--- config.mk ---
export PLATFORM = sky130hd
export DESIGN_NAME = pipe_hazard_ctrl
export DESIGN_NICKNAME = d
export VERILOG_FILES = /design/src/rtl/pipe_ctrl_pkg.sv /design/src/rtl/pipe_perf_cnt.sv /design/src/rtl/pipe_hazard_ctrl.sv
export SDC_FILE = /design/constraint.sdc
export NUM_CORES = 1
export LEC_CHECK = 0
export ABC_AREA = 1
export CAP_MARGIN = 20
export CORE_UTILIZATION = 31
export CTS_BUF_LIST = sky130_fd_sc_hd__clkbuf_8
export DETAILED_ROUTE_END_ITERATION = 8
export GPL_ROUTABILITY_DRIVEN = 0
export HOLD_SLACK_MARGIN = 0.15
export PLACE_DENSITY = 0.82
export REMOVE_ABC_BUFFERS = 1
export SETUP_SLACK_MARGIN = 0.15
export SLEW_MARGIN = 5
export SYNTH_ARGS = -nofsm -noshare
export SYNTH_HDL_FRONTEND = slang
export SYNTH_HIERARCHICAL = 1
export SYNTH_SLANG_ARGS = --single-unit
--- constraint.sdc ---
create_clock -name clk -period 1.2 [get_ports clk]
set_input_delay 0.24 -clock clk [delete_from_list [all_inputs] [get_ports clk]]
set_output_delay 0.24 -clock clk [all_outputs]
set_load 0.05 [all_outputs]
--- src/rtl/pipe_ctrl_pkg.sv ---
// Shared types and constants for the pipeline hazard controller.
package pipe_ctrl_pkg;

   localparam int REG_IDX_W = 5;
   localparam int WDOG_W    = 8;
   localparam logic [WDOG_W-1:0] WDOG_LIMIT = 8'd255;

   typedef enum logic [1:0] {
      IDLE = 2'd0,
      WAIT = 2'd1,
      DONE = 2'd2
   } mem_state_t;

endpackage

--- src/rtl/pipe_perf_cnt.sv ---
// Saturating event counter used for pipeline performance statistics.
// Only exists when PIPE_PERF_CNT_EN is defined, so a default build carries
// no counter logic at all.
`ifdef PIPE_PERF_CNT_EN
module pipe_perf_cnt #(
   parameter int W = 32
) (
   input  logic         clk,
   input  logic         rstn,
   input  logic         i_inc,
   output logic [W-1:0] o_cnt
);

   logic [W-1:0] r_cnt;

   // count events, holding at all-ones instead of wrapping
   always_ff @(posedge clk) begin
      if (!rstn)
         r_cnt <= '0;
      else if (i_inc && (r_cnt != '1))
         r_cnt <= r_cnt + W'(1);
   end

   assign o_cnt = r_cnt;

endmodule
`endif

--- src/rtl/pipe_hazard_ctrl.sv ---
// Pipeline hazard controller: load-use stall, taken-branch flush and a
// data-memory handshake FSM (IDLE/WAIT/DONE) with a sticky watchdog.
// Optional feature macro: PIPE_PERF_CNT_EN enables stall/flush counters.
module pipe_hazard_ctrl
   import pipe_ctrl_pkg::*;
(
   input  logic                 clk,
   input  logic                 rstn,
   input  logic [REG_IDX_W-1:0] IFID_rs1,
   input  logic [REG_IDX_W-1:0] IFID_rs2,
   input  logic                 IFID_use_rs1,
   input  logic                 IFID_use_rs2,
   input  logic                 IDEX_MemRead,
   input  logic [REG_IDX_W-1:0] IDEX_rd,
   input  logic                 EX_branch_taken,
   input  logic                 EXMEM_MemRead,
   input  logic                 EXMEM_MemWrite,
   input  logic                 dmem_ready,
   output logic                 dmem_req,
   output logic                 PC_stall,
   output logic                 IFID_stall,
   output logic                 IDEX_stall,
   output logic                 EXMEM_stall,
   output logic                 IFID_flush,
   output logic                 IDEX_flush,
   output logic                 MEMWB_flush,
   output logic [1:0]           mem_state,
   output logic                 mem_timeout,
   output logic [31:0]          cnt_stall,
   output logic [31:0]          cnt_flush
);

   mem_state_t        r_state;
   mem_state_t        w_state_nxt;
   logic              r_dmem_req;
   logic [WDOG_W-1:0] r_wdog;
   logic              r_timeout;
   logic              w_access;
   logic              w_mem_stall;
   logic              w_load_use;

   assign w_access = EXMEM_MemRead | EXMEM_MemWrite;

   // x0 is never a real producer, so a load to it cannot create a hazard
   assign w_load_use = IDEX_MemRead && (IDEX_rd != '0) &&
                       ((IFID_use_rs1 && (IDEX_rd == IFID_rs1)) ||
                        (IFID_use_rs2 && (IDEX_rd == IFID_rs2)));

   // next state plus all stall/flush outputs; a memory stall freezes EX, so
   // branch and load-use actions wait until DONE where they still hold
   always_comb begin
      w_state_nxt = IDLE;
      w_mem_stall = 1'b0;
      PC_stall    = 1'b0;
      IFID_stall  = 1'b0;
      IDEX_stall  = 1'b0;
      EXMEM_stall = 1'b0;
      IFID_flush  = 1'b0;
      IDEX_flush  = 1'b0;
      MEMWB_flush = 1'b0;
      case (r_state)
         IDLE: begin
            if (w_access) begin
               w_state_nxt = WAIT;
               w_mem_stall = 1'b1;
            end else begin
               w_state_nxt = IDLE;
            end
         end
         WAIT: begin
            w_mem_stall = 1'b1;
            w_state_nxt = dmem_ready ? DONE : WAIT;
         end
         DONE:    w_state_nxt = IDLE;
         default: w_state_nxt = IDLE;
      endcase

      if (w_mem_stall) begin
         PC_stall    = 1'b1;
         IFID_stall  = 1'b1;
         IDEX_stall  = 1'b1;
         EXMEM_stall = 1'b1;
         MEMWB_flush = 1'b1;
      end else if (EX_branch_taken) begin
         IFID_flush  = 1'b1;
         IDEX_flush  = 1'b1;
      end else if (w_load_use) begin
         PC_stall    = 1'b1;
         IFID_stall  = 1'b1;
         IDEX_flush  = 1'b1;
      end
   end

   // state and request flops; request mirrors "next state is WAIT" so a
   // reset mid-access drops it immediately and DONE never sees it high
   always_ff @(posedge clk) begin
      if (!rstn) begin
         r_state    <= IDLE;
         r_dmem_req <= 1'b0;
      end else begin
         r_state    <= w_state_nxt;
         r_dmem_req <= (w_state_nxt == WAIT);
      end
   end

   // watchdog: counts WAIT cycles, flags a sticky timeout when it hits the limit
   always_ff @(posedge clk) begin
      if (!rstn) begin
         r_wdog    <= '0;
         r_timeout <= 1'b0;
      end else if (r_state == WAIT) begin
         if (r_wdog != WDOG_LIMIT)
            r_wdog <= r_wdog + WDOG_W'(1);
         if (r_wdog == (WDOG_LIMIT - WDOG_W'(1)))
            r_timeout <= 1'b1;
      end else begin
         r_wdog <= '0;
      end
   end

   assign dmem_req    = r_dmem_req;
   assign mem_state   = r_state;
   assign mem_timeout = r_timeout;

`ifdef PIPE_PERF_CNT_EN
   pipe_perf_cnt #(.W(32)) u_cnt_stall (
      .clk   (clk),
      .rstn  (rstn),
      .i_inc (PC_stall),
      .o_cnt (cnt_stall)
   );

   pipe_perf_cnt #(.W(32)) u_cnt_flush (
      .clk   (clk),
      .rstn  (rstn),
      .i_inc (IDEX_flush),
      .o_cnt (cnt_flush)
   );
`else
   assign cnt_stall = '0;
   assign cnt_flush = '0;
`endif

endmodule

==> flow_summary_export.csv <==
group,metric,value,unit
run_status,status,"complete, but fails checks",
run_status,violations,"setup timing",
floorplanning,start_util,0.322,
floorplanning,rows,23,
cells_and_area,final_cell_mix,"conb_1, nand2_1, inv_1, buf_6, buf_4",
timing,rsz0062_at_grt,"true",
timing,clock_skew,0.000269,ns
timing,final.period_utilization,1.19,
placed_design,dp_slack,-0.643,ns
cells_and_area,layout.cells.most_common,"conb_1",
floorplanning,io_pins,99,
route,routedWlPerCell,9.11,µm
critical_path,startpoint_type,"flop",
synth,ys_ff_latch,12,
run,drv_cap,0,
timing,max_freq,699,MHz
pwr,pwr-share-clk,0.227,
critical_path,worstSetupPathType,"reg2out",
clock_tree,cts_root_buffer,"clkbuf_8",
route,via_per_inst,3.81,
synth,ys_types,23,
pwr,p_seq_frac,0.219,
synth,netlist_instances,197,
timing,setup_viol,9,
cells_and_area,area_growth_syn_to_layout,55.8,%
route,dr_wl_met2,1650,µm
cells_and_area,instances_no_fill,310,
global_routing,antenna_found_initial,0,
timing,setup_tns,-1.81,ns
worst_hold_path,hp-class,"reg2reg",
clock_tree,clkSlewWorstSetupHoldPaths,0.05,ns
global_routing,gr-total-overflow,0,
global_routing,grt_pass1_vias,964,
floorplanning,die_y,66.5,µm
floorplanning,die_w,66.5,µm
critical_path,end_kind,"primary output",
timing,hold_viol,0,
critical_path,cp_max_fo,2,
timing,finalWorstSetupSlack,-0.231,ns
route,postRouteWirelength,2830,µm
clock_tree,cts_num_sinks,12,
synth,ys.warnings.count,6,
route,drc,0,
route,firstDrtPassIters,4,
placed_design,numPlacedInstances,288,
global_routing,track_usage,0.117,
pwr,switching_share,0.466,
pwr,peakVddDrop,680,µV
pwr,intPower,0.00104,W
route,dr.first_iter.drc_count,23,
synth,yosysSeqAreaShare,0.186,
clock_tree,numCtsBuffers,3,
cells_and_area,post_route_cells_drive_above_1_share,0.419,
pwr,switchingPower,0.000909,W
global_routing,grt_pass1_wl,3900,µm
global_routing,grt_start_max_net_pins,12,
pwr,comb_power_share,0.554,
route,ant_nets,0,
route,dr_wl_met3,267,µm
clock_tree,cts_htree_levels,1,
placed_design,port_buffers,34,
pwr,power_density,971,nW/µm²
clock_tree,hold_buffers,0,
floorplanning,fp.coreArea,4000,µm²
clock_tree,cts_tree,"done",
floorplanning,die_area,4420,µm²
pwr,leakage,1.04,nW
route,wl_met1,903,µm
timing,period_needed,1.43,ns
cells_and_area,fillers,381,
synth,syn_area,1290,µm²
clock_tree,cts_buffer_depth,2,
route,via_count,1180,
clock_tree,clk_latency,0.24,ns
critical_path,required,0.96,ns
timing,drv_slew,0,
cells_and_area,fin_util,0.502,
cells_and_area,fin_nets,287,
cells_and_area,num_antenna_cells,0,
synth,avgSynthCellArea,6.55,µm²
pwr,fin_total_pwr,0.00195,W
critical_path,cp.arrival,1.19,ns
route,highest_layer,"met3",
placed_design,hpwl,1940,µm
-- cells by family after synthesis --
| family | count (synthesis) | share of synthesized area |
|---|---|---|
| other | 1 | 0.00291 |
| adder cells (fa/ha/maj) | 2 | 0.0194 |
| buffers and inverters | 94 | 0.471 |
| XOR/XNOR | 2 | 0.0136 |
| flip-flops | 12 | 0.186 |
| AND/OR/NAND/NOR | 73 | 0.250 |
| AO/OA/AOI/OAI | 13 | 0.0562 |
-- metal layers --
metal	vias up	track usage
met2	54	0.244
li1	599	-
met4	0	0.0160
met5	-	0
met3	0	0.0411
met1	527	0.108
-- power by group through the flow --
stage,registers (W),clock network [W],logic (W)
2_1_floorplan,0.000466,0,0.000594
3_3_place_gp,0.000432,0,0.000921
3_5_place_dp,0.000432,0,0.000924
4_1_cts,0.000429,0.000449,0.00101
5_1_grt,0.000430,0.000476,0.00114
6_report,0.000428,0.000442,0.00108
-- what timing repair did --
item,in CTS,in global routing
cloned,0,1
pin swaps,35,21
buffers inserted,14,3
resized for setup,107,38
setup endpoints to repair,21,20
endpoints found under the hold margin,0,0
-- layout make-up --
type                       count  area, µm²  area share
inverter                      26        108      0.0535
tap                           50       62.6      0.0311
clock buffer                   4       55.1      0.0274
multi-input combinational    155        871       0.433
sequential                    12        256       0.128
timing repair buffer          63        657       0.327
-- registers in the layout, indices dropped and copies added (netlist names) --
| signal | cells |
|---|---|
| r_wdog | 8 |
| mem_timeout | 1 |
| dmem_req | 1 |
| mem_state | 2 |
-- worst max-delay path, stage by stage, from the launching register on --
cell,delay [ns]
dfxtp_2,0.33
inv_2,0.05
nor2_4,0.13
nor2_4,0.06
buf_6,0.12
nand3_2,0.07
nand2_2,0.06
buf_12,0.14
-- worst paths after layout --
check,slack (ns),depth (start not counted),startpoint,to
max,-0.23,7,mem_state[0],IDEX_flush
min,0.50,2,r_wdog[7],r_wdog[7]
max reg2reg,-0.17,10,mem_state[0],mem_state[0]
min reg2reg,0.50,2,r_wdog[7],r_wdog[7]
-- synthesized netlist by cell type (all sizes together) --
master	count	area share
a211oi	1	0.0058
a21oi	5	0.019
buf	68	0.39
clkinv	2	0.0078
conb	1	0.0029
dfxtp	12	0.19
ha	2	0.019
inv	24	0.070
nand2	40	0.12
nand3	8	0.035
nand4	3	0.019
nor2	19	0.061
nor3	2	0.0078
o21a	2	0.012
o21ai	5	0.019
or2	1	0.0049
xnor2	1	0.0068
xor2	1	0.0068
-- stage by stage --
| step | hold WS, ns | cell area [µm²] |
|---|---|---|
| floorplan | 0.352 | 1020 |
| global placement | 0.492 | 1620 |
| detailed placement | 0.494 | 1620 |
| CTS | 0.503 | 1870 |
| global route | 0.535 | 2010 |
| finish | 0.499 | 2010 |
Power figures use the tool's default switching activity.
